### config.mk
export PLATFORM = sky130hd
export DESIGN_NAME = nurse_station_responder
export DESIGN_NICKNAME = d
export VERILOG_FILES = /design/src/rtl/nurse_pkg.sv /design/src/rtl/nurse_station_responder_debounce.sv /design/src/rtl/nurse_station_responder.sv
export SDC_FILE = /design/constraint.sdc
export NUM_CORES = 1
export LEC_CHECK = 0
export ABC_AREA = 1
export BUFFER_PORTS_ARGS = -buffer_cell sky130_fd_sc_hd__buf_4
export CELL_PAD_IN_SITES_DETAIL_PLACEMENT = 1
export CELL_PAD_IN_SITES_GLOBAL_PLACEMENT = 2
export CORE_MARGIN = 5
export CORE_UTILIZATION = 35
export CTS_BUF_LIST = sky130_fd_sc_hd__clkbuf_8
export DETAILED_ROUTE_END_ITERATION = 10
export HOLD_SLACK_MARGIN = 0.06
export PLACE_DENSITY_LB_ADDON = 0.1
export SLEW_MARGIN = 20
export SYNTH_ARGS = -nofsm -noshare
export SYNTH_HDL_FRONTEND = slang
export SYNTH_SLANG_ARGS = --single-unit
### constraint.sdc
create_clock -name clk -period 1.74 [get_ports clk]
set_clock_uncertainty 0.2 [all_clocks]
set_input_delay 0.435 -clock clk [delete_from_list [all_inputs] [get_ports clk]]
set_output_delay 0.435 -clock clk [all_outputs]
set_load 0.02 [all_outputs]
### src/rtl/nurse_pkg.sv
// Shared definitions for the ward call system (nurse station and ward caller).
//   state_t   : nurse-station FSM states
//   NUM_WARDS : number of ward call lines
//   *_DEF     : default timing terminal counts for a 100 MHz clock
//   prio_sel  : one-hot select of the lowest-index (highest-priority) set bit
package nurse_pkg;

    localparam int NUM_WARDS = 3;

    localparam logic [20:0] CNT_MAX_DEF   = 21'd1999999;  // 20 ms debounce
    localparam logic [24:0] BLINK_MAX_DEF = 25'd24999999; // 250 ms buzzer half-period
    localparam logic [26:0] ACK_HOLD_DEF  = 27'd99999999; // 1 s acknowledge lamp

    typedef enum logic [1:0] {
        IDLE  = 2'b00,
        ALERT = 2'b01,
        ACK   = 2'b10
    } state_t;

    // Isolates the lowest set bit: req & (two's complement of req).
    function automatic logic [NUM_WARDS-1:0] prio_sel(input logic [NUM_WARDS-1:0] req);
        return req & (~req + {{(NUM_WARDS-1){1'b0}}, 1'b1});
    endfunction

endpackage

### src/rtl/nurse_station_responder_debounce.sv
// Single-bit debouncer.
//   clk  : system clock
//   rst  : synchronous active-high reset (dout -> 0)
//   din  : raw input
//   dout : debounced output; follows din only after din has differed from it
//          for CNT_MAX+1 consecutive cycles, any bounce back restarts the count
module nurse_debounce
    import nurse_pkg::*;
#(
    parameter logic [20:0] CNT_MAX = CNT_MAX_DEF
) (
    input  logic clk,
    input  logic rst,
    input  logic din,
    output logic dout
);

    logic [20:0] cnt_reg;
    logic        dout_reg;

    always_ff @(posedge clk) begin
        if (rst) begin
            cnt_reg  <= '0;
            dout_reg <= 1'b0;
        end else if (din != dout_reg) begin
            if (cnt_reg == CNT_MAX) begin
                dout_reg <= din;
                cnt_reg  <= '0;
            end else begin
                cnt_reg <= cnt_reg + 21'd1;
            end
        end else begin
            cnt_reg <= '0;
        end
    end

    assign dout = dout_reg;

endmodule

### src/rtl/nurse_station_responder.sv
// Nurse-station responder: latches debounced ward calls into a sticky pending
// set, displays the highest-priority pending ward with a blinking buzzer, and
// on a debounced acknowledge clears that ward and pulses its acknowledge lamp.
//   clk      : system clock
//   rst      : synchronous active-high reset
//   call     : raw ward call buttons, bit0 = ward 1 (highest priority)
//   ack      : raw nurse acknowledge button
//   led      : one-hot ward being served (000 = none)
//   ward_ack : one-hot acknowledge lamp back to the wards
//   buzzer   : toggles while a call is unanswered
//   busy     : any call pending or an acknowledge in progress
module nurse_station_responder
    import nurse_pkg::*;
#(
    parameter logic [20:0] CNT_MAX   = CNT_MAX_DEF,
    parameter logic [24:0] BLINK_MAX = BLINK_MAX_DEF,
    parameter logic [26:0] ACK_HOLD  = ACK_HOLD_DEF
) (
    input  logic                 clk,
    input  logic                 rst,
    input  logic [NUM_WARDS-1:0] call,
    input  logic                 ack,
    output logic [NUM_WARDS-1:0] led,
    output logic [NUM_WARDS-1:0] ward_ack,
    output logic                 buzzer,
    output logic                 busy
);

    logic [NUM_WARDS-1:0] call_db;
    logic                 ack_db;

    generate
        for (genvar gi = 0; gi < NUM_WARDS; gi++) begin : g_call_db
            nurse_debounce #(.CNT_MAX(CNT_MAX)) u_db (
                .clk  (clk),
                .rst  (rst),
                .din  (call[gi]),
                .dout (call_db[gi])
            );
        end
    endgenerate

    nurse_debounce #(.CNT_MAX(CNT_MAX)) u_ack_db (
        .clk  (clk),
        .rst  (rst),
        .din  (ack),
        .dout (ack_db)
    );

    // Edges are registered, adding one stage between debounce and pending.
    logic [NUM_WARDS-1:0] call_db_q_reg, rise_reg;
    logic                 ack_db_q_reg, ack_rise_reg;

    always_ff @(posedge clk) begin
        if (rst) begin
            call_db_q_reg <= '0;
            rise_reg      <= '0;
            ack_db_q_reg  <= 1'b0;
            ack_rise_reg  <= 1'b0;
        end else begin
            call_db_q_reg <= call_db;
            rise_reg      <= call_db & ~call_db_q_reg;
            ack_db_q_reg  <= ack_db;
            ack_rise_reg  <= ack_db & ~ack_db_q_reg;
        end
    end

    state_t               state_reg, state_next;
    logic [NUM_WARDS-1:0] pending_reg, pending_next;
    logic [NUM_WARDS-1:0] cur_reg, cur_next;
    logic [NUM_WARDS-1:0] led_reg, led_next;
    logic [NUM_WARDS-1:0] ward_ack_reg, ward_ack_next;
    logic                 buzzer_reg, buzzer_next;
    logic                 busy_reg, busy_next;
    logic [24:0]          blink_reg, blink_next;
    logic [26:0]          hold_reg, hold_next;
    logic [NUM_WARDS-1:0] sel, clear;
    logic                 illegal;

    assign sel = prio_sel(pending_reg);

    always_comb begin
        state_next    = state_reg;
        clear         = '0;
        cur_next      = cur_reg;
        led_next      = '0;
        ward_ack_next = '0;
        buzzer_next   = 1'b0;
        blink_next    = '0;
        hold_next     = '0;
        illegal       = 1'b0;

        case (state_reg)
            IDLE: begin
                // clear is always zero here, so pending_next reduces to this.
                if ((pending_reg | rise_reg) != '0)
                    state_next = ALERT;
            end
            ALERT: begin
                if (ack_rise_reg) begin
                    clear         = sel;
                    cur_next      = sel;
                    ward_ack_next = sel;
                    state_next    = ACK;
                end else begin
                    led_next = sel;
                    if (blink_reg == BLINK_MAX) begin
                        buzzer_next = ~buzzer_reg;
                    end else begin
                        blink_next  = blink_reg + 25'd1;
                        buzzer_next = buzzer_reg;
                    end
                end
            end
            ACK: begin
                // Acknowledge presses are deliberately not observed here.
                if (hold_reg == ACK_HOLD) begin
                    state_next = (pending_reg != '0) ? ALERT : IDLE;
                end else begin
                    ward_ack_next = cur_reg;
                    hold_next     = hold_reg + 27'd1;
                end
            end
            default: begin
                state_next = IDLE;
                cur_next   = '0;
                illegal    = 1'b1;
            end
        endcase

        // A rise on the ward being cleared wins, keeping it pending.
        pending_next = (pending_reg & ~clear) | rise_reg;
        busy_next    = !illegal && ((pending_next != '0) || (state_next == ACK));
    end

    always_ff @(posedge clk) begin
        if (rst) begin
            state_reg    <= IDLE;
            pending_reg  <= '0;
            cur_reg      <= '0;
            led_reg      <= '0;
            ward_ack_reg <= '0;
            buzzer_reg   <= 1'b0;
            busy_reg     <= 1'b0;
            blink_reg    <= '0;
            hold_reg     <= '0;
        end else begin
            state_reg    <= state_next;
            pending_reg  <= pending_next;
            cur_reg      <= cur_next;
            led_reg      <= led_next;
            ward_ack_reg <= ward_ack_next;
            buzzer_reg   <= buzzer_next;
            busy_reg     <= busy_next;
            blink_reg    <= blink_next;
            hold_reg     <= hold_next;
        end
    end

    assign led      = led_reg;
    assign ward_ack = ward_ack_reg;
    assign buzzer   = buzzer_reg;
    assign busy     = busy_reg;

endmodule

## Yosys cells after proc, flatten, opt, wreduce, memory -nomap -nowiden

Index checks and enable logic that the tools add are counted.

- Register bits after elaboration: 164
- Bits of input ports: 6
- Output and inout port bits: 8

- $add $sub $neg: 7
- Equality and inequality tests: 14
- Muxes and demuxes: 11
- Bitwise operators: 18
- Reductions and logical operators: 20

Operator list:

| cell | count |
|---|---|
| 21-bit by 1-bit adder with 21-bit output (second input constant) | 4 |
| 21-bit == test (second input constant) | 4 |
| 27-bit by 1-bit adder with 27-bit output (second input constant) | 1 |
| 27-bit == test (second input constant) | 1 |
| 25-bit by 1-bit adder with 25-bit output (second input constant) | 1 |
| 25-bit == test (second input constant) | 1 |
| 3-bit OR reduction | 7 |
| 3-bit 2-to-1 mux | 4 |
| 3-bit one-hot mux with 2 select lines | 2 |
| 2-bit AND reduction | 5 |
| 3-bit AND | 3 |
| 1-bit NOT | 9 |
| 3-bit NOT | 3 |
| 3-bit nonzero test | 3 |
| 2-bit 2-to-1 mux | 3 |
| 3-bit OR | 2 |
| 2-bit one-hot mux with 3 select lines | 1 |
| 2-bit == test (second input constant) | 2 |
| 1-bit != test | 4 |
| 4-bit OR reduction | 1 |
| 3-bit by 1-bit adder with 3-bit output (second input constant) | 1 |
| 2-bit by 1-bit == test with 1-bit output (second input constant) | 1 |
| 2-bit zero test | 1 |
| 2-bit != test (second input constant) | 1 |
| 5 further kinds | 5 |

## Longest topological paths before layout

Gate-level depths: netlist of run 1.

- Depth after elaboration: 11
- Depth in mapped cells: 12
- Depth with buffers taken out: 12

## Cells and area by module

From an unflattened synthesis of run 1, not the netlist that was laid out.

- Cells, all modules: 1168
- Area, all modules: 8280.4 um2

Modules (own cells, without submodules):

| module | times used | cells an instance | area each (um2) | seq. area each (um2) |
|---|---|---|---|---|
| nurse_debounce | 4 | 167 | 1137.3 | 440.4 |
| nurse_station_responder | 1 | 500 | 3731.1 | 1521.5 |

## Worst setup path before layout of run 1

OpenSTA, ideal clock, no wires.

- Path kind: flip-flop to flip-flop
- From: register hold_reg[0]
- To: register hold_reg[14]
- Library setup time: 120 ps
- Arrival: 1440 ps
- Required time: 1420 ps
- Setup slack: -21 ps
- Cell stages (with the launch flop): 12
- Clock period less this slack: 1761 ps
- Cell sequence: dfxtp_1 -> ha_1 -> nand3_2 -> inv_2 -> nand2_2 -> nor2_2 -> nand2_1 -> nand2_2 -> nor2_4 -> inv_4 -> buf_6 -> nor3b_2

- Cells in the longest elaborated chain, start to end: 2
- Elaborated cells on any way between the ends: 3
- Classes of those cells: 1 x add/sub; 1 x eq/ne; 1 x reduce/logical

Ends and longest elaborated chain:

| item | line | source |
|---|---|---|
| start: declaration | nurse_station_responder.sv:76 | `logic [26:0] hold_reg, hold_next;` |
| start signal: assignment | nurse_station_responder.sv:156 | `hold_reg <= hold_next;` |
| parallel branches: the longest is 2 deep, another holds 27-bit by 1-bit adder with 27-bit output | - |  |

Parallel ways; which one is timed is not known.
A chain may end at the register's enable or synchronous reset.

## Worst setup path in the final report of run 1

- From: register g_call_db[0].u_db.cnt_reg[7]
- To: register g_call_db[0].u_db.cnt_reg[16]

- Cells in the longest elaborated chain, start to end: 2
- Elaborated cells on any way between the ends: 3
- Classes of those cells: 1 x add/sub; 1 x eq/ne; 1 x reduce/logical

Ends and longest elaborated chain:

| item | line | source |
|---|---|---|
| start: declaration | nurse_station_responder_debounce.sv:18 | `logic [20:0] cnt_reg;` |
| start signal: assignment | nurse_station_responder_debounce.sv:30 | `cnt_reg <= cnt_reg + 21'd1;` |
| parallel branches: the longest is 2 deep, another holds 21-bit by 1-bit adder with 21-bit output | - |  |

Parallel ways; which one is timed is not known.

==> results.cfg, run 1 <==
[power]
seqPwrFrac_pct = 55.0
power_report.internal_total_mw = 5.18
power_frac_clock_pct = 42.2
vdd.ir_drop.worst_mv = 0.423
power.switching_fraction_pct = 24.4
net-switching-power_mw = 1.67
leakagePower_nw = 4.81
combPwrFrac_pct = 2.8
p_per_area_nw_per_um2 = 578
post-layout-total-power_mw = 6.84

[sta]
fmax_mhz = 519
setup_viol = 51
finalCriticalPeriod_ps = 1930
final.period_utilization_pct = 111
rsz0062_at_grt = yes
slew_headroom_pct = 61.3
timing.final.ws_setup_ps = -187
final-max-slew-violation-count = 0
holdWs_ps = 95.2
tightestPinTransition_ps = 575
finalHoldViolations = 0

[die]
std_cell_rows = 54
fp.dieArea_um2 = 25600
fp.dieH_um = 160
die_width_um = 160
ioPinCount = 14
core_outline_area_um2 = 22000
initial_core_util_pct = 35.8

[synthesis]
yosys.cell_types.count = 49
synth.largest_area_cell = sky130_fd_sc_hd__dfxtp_1
netlist_area_um2 = 7860
synthTopCellsByArea = sky130_fd_sc_hd__dfxtp_1, sky130_fd_sc_hd__nand2_1, sky130_fd_sc_hd__nor2_1
synth-edff-count = 0
synth-seq-cells = 164
synth_nets = 1087
most_used_flip_flop_cell_after_synthesis = sky130_fd_sc_hd__dfxtp_1
ys.warnings.count = 0
synth_top_cell_area_share_pct = 41.8
synth_async_sr_flop_share_pct = 0
syn_avg_cell_area_um2 = 7.35
post_synth_inst_count = 1070
yosysSeqAreaShare_pct = 41.8

[grt]
grt_overflow = 0
grt_antenna_before_repair = 0
grt_max_degree = 22
grt_use_total_pct = 16.8
global_route_wire_length_before_repair_mm = 36.2
first_global_vias = 7883

[routing]
initialDrtViolationCount = 178
post_detailed_route_drc_marker_count = 0
drt_first_pass_iters = 4
routed_via_density = 4.79
route.detailed.wl_per_inst_um = 14.4
antenna_violating_nets_post_route = 0
drt_wl_total_mm = 23.1
routed-via-count = 7663

[clock_tree]
root_buffer = sky130_fd_sc_hd__clkbuf_8
cts_buffers = 17
clk-insertion-delay-late_ps = 450
tritoncts_clock_tree = done
cts_sinks = 164
clockBufferDepth = 2
cts_max_level = 4
path_clk_slew_ps = 90

[place]
placed_cells = 1513
dpl.hpwl_mm = 15.8
port-buffer-count = 13
place.gp.congestion = 0.805

[run]
maxCapViolations = 0

[critical_path]
critical_path.startpoint_type = register
critical_path_class = reg -> reg
crit_path_start = g_call_db[0].u_db.cnt_reg[7]$_SDFF_PP0_
arrival_ps = 2050
worstReg2RegStart = g_call_db[0].u_db.cnt_reg[7]$_SDFF_PP0_
worstSetupEndpointType = register
reg2reg_slack_ps = -190
r2r-end = g_call_db[0].u_db.cnt_reg[16]$_SDFF_PP0_
worst-endpoint-required_ps = 1870
reg2regPathDepth = 6
critical_path_peak_fanout = 5

[hold_path]
min_delay_path_depth = 3
worst_min_path_class = in -> reg
worst_hold_path.endpoint = u_ack_db.dout$_SDFFE_PP0P_
worst_hold_startpoint = ack

[final_layout]
largest_register_ff_count = 63
area_growth_pct = 50.7
fill_cells = 2624
finalNonFillerCells = 1601
final_layout_size_suffix_gt1_share_pct = 46.1
nets = 1325
register_area_um2 = 3360
insertedDiodeCount = 0
multi_input_comb_area_um2 = 5160

[run_status]
status = finished with violations
violated_checks = negative setup slack
logic make-up (layout without fill, tap and decap cells):
family / after synthesis / after routing / synth area share (%)
xor+xnor: 41 / 41 / 4.57
flops: 164 / 164 / 41.8
compound gates: 90 / 90 / 6.33
fa+ha+maj: 11 / 11 / 1.75
buf+inv: 165 / 416 / 8.34
simple gates: 599 / 599 / 37.2
metrics by stage:
| stage | setup WS, ps | cell area (um2) | setup TNS, ps | utilization [%] |
|---|---|---|---|---|
| CTS | -126 | 10600 | -2420 | 48.2 |
| global route | -258 | 11800 | -13220 | 53.9 |
| floorplan | 10.5 | 7870 | 0 | - |
| global placement | -93.9 | 9520 | -1220 | 43.4 |
| detailed placement | -148 | 9520 | -5580 | 43.4 |
| finish | -187 | 11800 | -4480 | 53.9 |
final cells by class:
cell class / instances / share of cell area [%]
repair buffers: 233 / 16.6
clock inverters: 14 / 1.28
flip-flops and latches: 164 / 28.4
inverters: 151 / 5.04
clock buffers: 18 / 2.09
multi-input cells: 741 / 43.6
well taps: 280 / 2.96
power groups by stage:
stage          Combinational [mW]  Sequential [mW]  Clock, mW
2_1_floorplan              0.0603             3.85          0
3_3_place_gp                0.129             3.85          0
3_5_place_dp                0.131             3.85          0
4_1_cts                     0.147             3.76       3.01
5_1_grt                     0.210             3.76       3.17
6_report                    0.192             3.76       2.89
layer usage:
layer | vias up | track usage, % | share of wire (%)
met5 | - | 0 | 0
met4 | 0 | 4.38 | 1.2
met3 | 22 | 2.81 | 1.6
met2 | 48 | 30.8 | 52
met1 | 3683 | 20.5 | 45
li1 | 3910 | - | -
worst max-delay path by stage:
stage	endpoint	slack, ps	cells past startpoint
after CTS	g_call_db[2].u_db.cnt_reg[20]$_SDFF_PP0_	-130	12
final	g_call_db[0].u_db.cnt_reg[16]$_SDFF_PP0_	-190	6
after detailed placement	g_call_db[2].u_db.cnt_reg[20]$_SDFF_PP0_	-150	12
after global routing	g_call_db[0].u_db.cnt_reg[16]$_SDFF_PP0_	-260	7
after global placement	blink_reg[2]$_SDFF_PP0_	-90	9
after floorplan	g_call_db[2].u_db.cnt_reg[2]$_SDFF_PP0_	10	9
Yosys cell counts, types with 3 or more instances:
cell type / instances
sky130_fd_sc_hd__nand3_1: 47
sky130_fd_sc_hd__xnor2_1: 9
sky130_fd_sc_hd__nor3_2: 12
sky130_fd_sc_hd__nand4_1: 24
sky130_fd_sc_hd__nor4_1: 16
sky130_fd_sc_hd__nor3_1: 60
sky130_fd_sc_hd__or2_0: 3
sky130_fd_sc_hd__o21ai_0: 18
sky130_fd_sc_hd__buf_2: 9
sky130_fd_sc_hd__nand2_1: 197
sky130_fd_sc_hd__nand2_2: 10
sky130_fd_sc_hd__inv_1: 145
sky130_fd_sc_hd__xor2_1: 32
sky130_fd_sc_hd__ha_1: 11
sky130_fd_sc_hd__nor3b_1: 15
sky130_fd_sc_hd__or2_2: 10
sky130_fd_sc_hd__a31oi_1: 6
sky130_fd_sc_hd__inv_2: 4
sky130_fd_sc_hd__nor2_1: 165
sky130_fd_sc_hd__nor3b_2: 5
sky130_fd_sc_hd__nor2_2: 12
sky130_fd_sc_hd__nand3_2: 4
sky130_fd_sc_hd__dfxtp_1: 164
sky130_fd_sc_hd__a21oi_1: 54
sky130_fd_sc_hd__nor2_4: 5
cells in the final DEF, fill, tap and decap left out, types with 9 or more instances in the layout:
cell,synthesis,final
sky130_fd_sc_hd__buf_4,2,199
sky130_fd_sc_hd__nand2_1,197,159
sky130_fd_sc_hd__inv_1,145,127
sky130_fd_sc_hd__nor2_1,165,117
sky130_fd_sc_hd__dfxtp_1,164,111
sky130_fd_sc_hd__dfxtp_2,0,47
sky130_fd_sc_hd__nor2_2,12,39
sky130_fd_sc_hd__a21oi_1,54,32
sky130_fd_sc_hd__xor2_1,32,32
sky130_fd_sc_hd__nor3_1,60,31
sky130_fd_sc_hd__nand3_1,47,30
sky130_fd_sc_hd__nand2_2,10,29
sky130_fd_sc_hd__nor2_4,5,26
sky130_fd_sc_hd__nor3_2,12,26
sky130_fd_sc_hd__nand4_1,24,24
sky130_fd_sc_hd__buf_6,2,23
sky130_fd_sc_hd__a21oi_2,1,22
sky130_fd_sc_hd__nand2_4,0,19
sky130_fd_sc_hd__clkbuf_8,0,18
sky130_fd_sc_hd__inv_2,4,17
sky130_fd_sc_hd__nor3_4,2,17
sky130_fd_sc_hd__nor3b_2,5,17
sky130_fd_sc_hd__nand3_2,4,13
sky130_fd_sc_hd__nand3_4,1,9
sky130_fd_sc_hd__nor4_1,16,9
sky130_fd_sc_hd__or2_2,10,9
sky130_fd_sc_hd__o21ai_2,0,9
worst max-delay path: stages, from the launching register on:
cell	delay (ps)
sky130_fd_sc_hd__dfxtp_1	330
sky130_fd_sc_hd__buf_4	150
sky130_fd_sc_hd__nor4_1	460
sky130_fd_sc_hd__nand3_1	240
sky130_fd_sc_hd__nand3_4	200
sky130_fd_sc_hd__clkbuf_16	180
sky130_fd_sc_hd__nor3_2	40
timing repair:
item / 4_1_cts / 5_1_grt
hold buffers: 1 / 0
pin swaps: 31 / 96
setup buffers: 20 / 35
gates resized for setup: 121 / 288
setup endpoints to repair: 122 / 149
gates cloned: 3 / 3
endpoints found under the hold margin: 1 / 0
No activity file was read; power rests on OpenSTA's default activity.
==> inputs of run 2 (changes only) <==
==> constraint.sdc (replaced) <==
create_clock -name clk -period 1.7 [get_ports clk]
set_clock_uncertainty 0.2 [all_clocks]
set_input_delay 0.425 -clock clk [delete_from_list [all_inputs] [get_ports clk]]
set_output_delay 0.425 -clock clk [all_outputs]
set_load 0.02 [all_outputs]
==> results.cfg, run 2 (same netlist as run 1, synthesis figures left out) <==
[routing]
routed_via_density = 4.81
drt_first_pass_iters = 4
route.detailed.wl_per_inst_um = 14.3
drt_wl_total_mm = 22.8
initialDrtViolationCount = 192
post_detailed_route_drc_marker_count = 0
routed-via-count = 7680
antenna_violating_nets_post_route = 0

[die]
initial_core_util_pct = 35.8
core_outline_area_um2 = 22000
fp.dieArea_um2 = 25600
die_width_um = 160
fp.dieH_um = 160
std_cell_rows = 54
ioPinCount = 14

[hold_path]
worst_hold_startpoint = call[1]
worst_min_path_class = in -> reg
worst_hold_path.endpoint = g_call_db[1].u_db.dout$_SDFFE_PP0P_
min_delay_path_depth = 3

[grt]
grt_max_degree = 22
grt_antenna_before_repair = 0
first_global_vias = 7878
global_route_wire_length_before_repair_mm = 36.1
grt_use_total_pct = 16.7
grt_overflow = 0

[sta]
finalCriticalPeriod_ps = 1790
rsz0062_at_grt = yes
final.period_utilization_pct = 105
slew_headroom_pct = 67.9
fmax_mhz = 560
finalHoldViolations = 0
timing.final.ws_setup_ps = -85.4
holdWs_ps = 76.1
tightestPinTransition_ps = 477
final-max-slew-violation-count = 0
setup_viol = 76

[final_layout]
nets = 1322
area_growth_pct = 52.5
register_area_um2 = 3360
final_common_cell = sky130_fd_sc_hd__buf_4
multi_input_comb_area_um2 = 5310
insertedDiodeCount = 0
final_layout_size_suffix_gt1_share_pct = 47.2
most-common-layout-cells = sky130_fd_sc_hd__buf_4, sky130_fd_sc_hd__nand2_1, sky130_fd_sc_hd__inv_1
largest_register_ff_count = 63
final_util_pct = 54.6
fill_cells = 2606

[clock_tree]
cts_buffers = 17
tritoncts_clock_tree = done
cts_sinks = 164
root_buffer = sky130_fd_sc_hd__clkbuf_8
clk-insertion-delay-late_ps = 480
cts_max_level = 4
path_clk_slew_ps = 90
clockBufferDepth = 2

[place]
place.gp.congestion = 0.800
port-buffer-count = 13
dpl.hpwl_mm = 15.9
pre_cts_ws_ps = -150

[critical_path]
critical_path.cell_chain = ha_4 -> nand3_4 -> inv_2 -> nand2_4 -> nor2_4 -> nand2_2 -> nand2_4 -> nor2_4 -> clkinv_4 -> buf_12 -> nor3b_4
cpMaxStageDelayCell = sky130_fd_sc_hd__dfxtp_4
critical_path_class = reg -> reg
worst-endpoint-required_ps = 1900
r2r-end = hold_reg[24]$_SDFF_PP0_
timing.critical_path.slowest_cell_delay_ps = 370
arrival_ps = 1990
worstSetupEndpointType = register
worstReg2RegStart = hold_reg[0]$_SDFF_PP0_
reg2regPathDepth = 11
critical_path.startpoint_type = register
critical_path_peak_fanout = 7
reg2reg_slack_ps = -90

[power]
p_per_area_nw_per_um2 = 590
post-layout-total-power_mw = 7.07
vdd.ir_drop.worst_mv = 0.396
leakagePower_nw = 4.76

[run_status]
violated_checks = negative setup slack
status = finished with violations

[run]
maxCapViolations = 0
==> run 2: cell count changes in the layout (fill, tap and decap cells not counted), moves of 5 or more <==
cell	change
sky130_fd_sc_hd__buf_6	-9
sky130_fd_sc_hd__nor2_2	+7
sky130_fd_sc_hd__nand2_2	+8
sky130_fd_sc_hd__dfxtp_2	-7
sky130_fd_sc_hd__nand2_1	-5
sky130_fd_sc_hd__dfxtp_1	+5
sky130_fd_sc_hd__nor2_1	-18
sky130_fd_sc_hd__nor2_4	+11
==> run 2: metrics by stage <==
stage	TNS [ps]	instance area (um2)	std cells
6_report	-2130	12000	1598
5_1_grt	-13740	12000	1598
4_1_cts	-1670	10800	1576
3_5_place_dp	-7900	9720	1529
3_3_place_gp	-4610	9720	1529
2_1_floorplan	-131	7940	1070
==> run 2: metal layers <==
layer / track usage [%] / share of wire (%) / up-vias
met3: 3.32 / 1.8 / 17
met4: 4.26 / 1.0 / 0
met1: 19.7 / 43 / 3717
met2: 31.1 / 54 / 37
met5: 0 / 0 / -
li1: - / - / 3909
==> run 2: timing repair <==
item | in CTS | in global routing
hold endpoints to repair | 2 | 0
cloned | 1 | 6
pin swaps | 45 | 72
hold buffers | 2 | 0
setup buffers | 13 | 17
endpoints found under the setup margin | 123 | 144
resized for setup | 146 | 261
==> run 2: worst max-delay path by stage <==
stage	from	to	slack (ps)
after detailed placement	blink_reg[2]$_SDFF_PP0_	blink_reg[23]$_SDFF_PP0_	-150
after global placement	blink_reg[0]$_SDFF_PP0_	blink_reg[15]$_SDFF_PP0_	-120
after CTS	g_call_db[2].u_db.cnt_reg[0]$_SDFF_PP0_	g_call_db[2].u_db.cnt_reg[7]$_SDFF_PP0_	-90
after floorplan	blink_reg[1]$_SDFF_PP0_	blink_reg[4]$_SDFF_PP0_	-10
after global routing	hold_reg[0]$_SDFF_PP0_	hold_reg[14]$_SDFF_PP0_	-180
final	hold_reg[0]$_SDFF_PP0_	hold_reg[24]$_SDFF_PP0_	-90
==> run 2: area by class of cell <==
cell class | instances | share of cell area (%)
clock buffer | 18 | 2.07
clock inverter | 14 | 1.33
inverter | 151 | 4.93
multi-input combinational | 741 | 44.3
sequential | 164 | 28.0
tap | 280 | 2.92
timing repair buffer | 230 | 16.4
==> run 2: critical path: cells and delay by family (launching register included) <==
kind	cells	cell delay (ps)
AND/OR/NAND/NOR	7	620
buffers and inverters	3	340
flip-flops	1	370
adder cells (fa/ha/maj)	1	170
==> run 2: where the power goes <==
part / internal, mW / switching, mW
logic: 0.105 / 0.107
clock network: 1.48 / 1.53
registers: 3.84 / 0.0106
total: 5.42 / 1.65
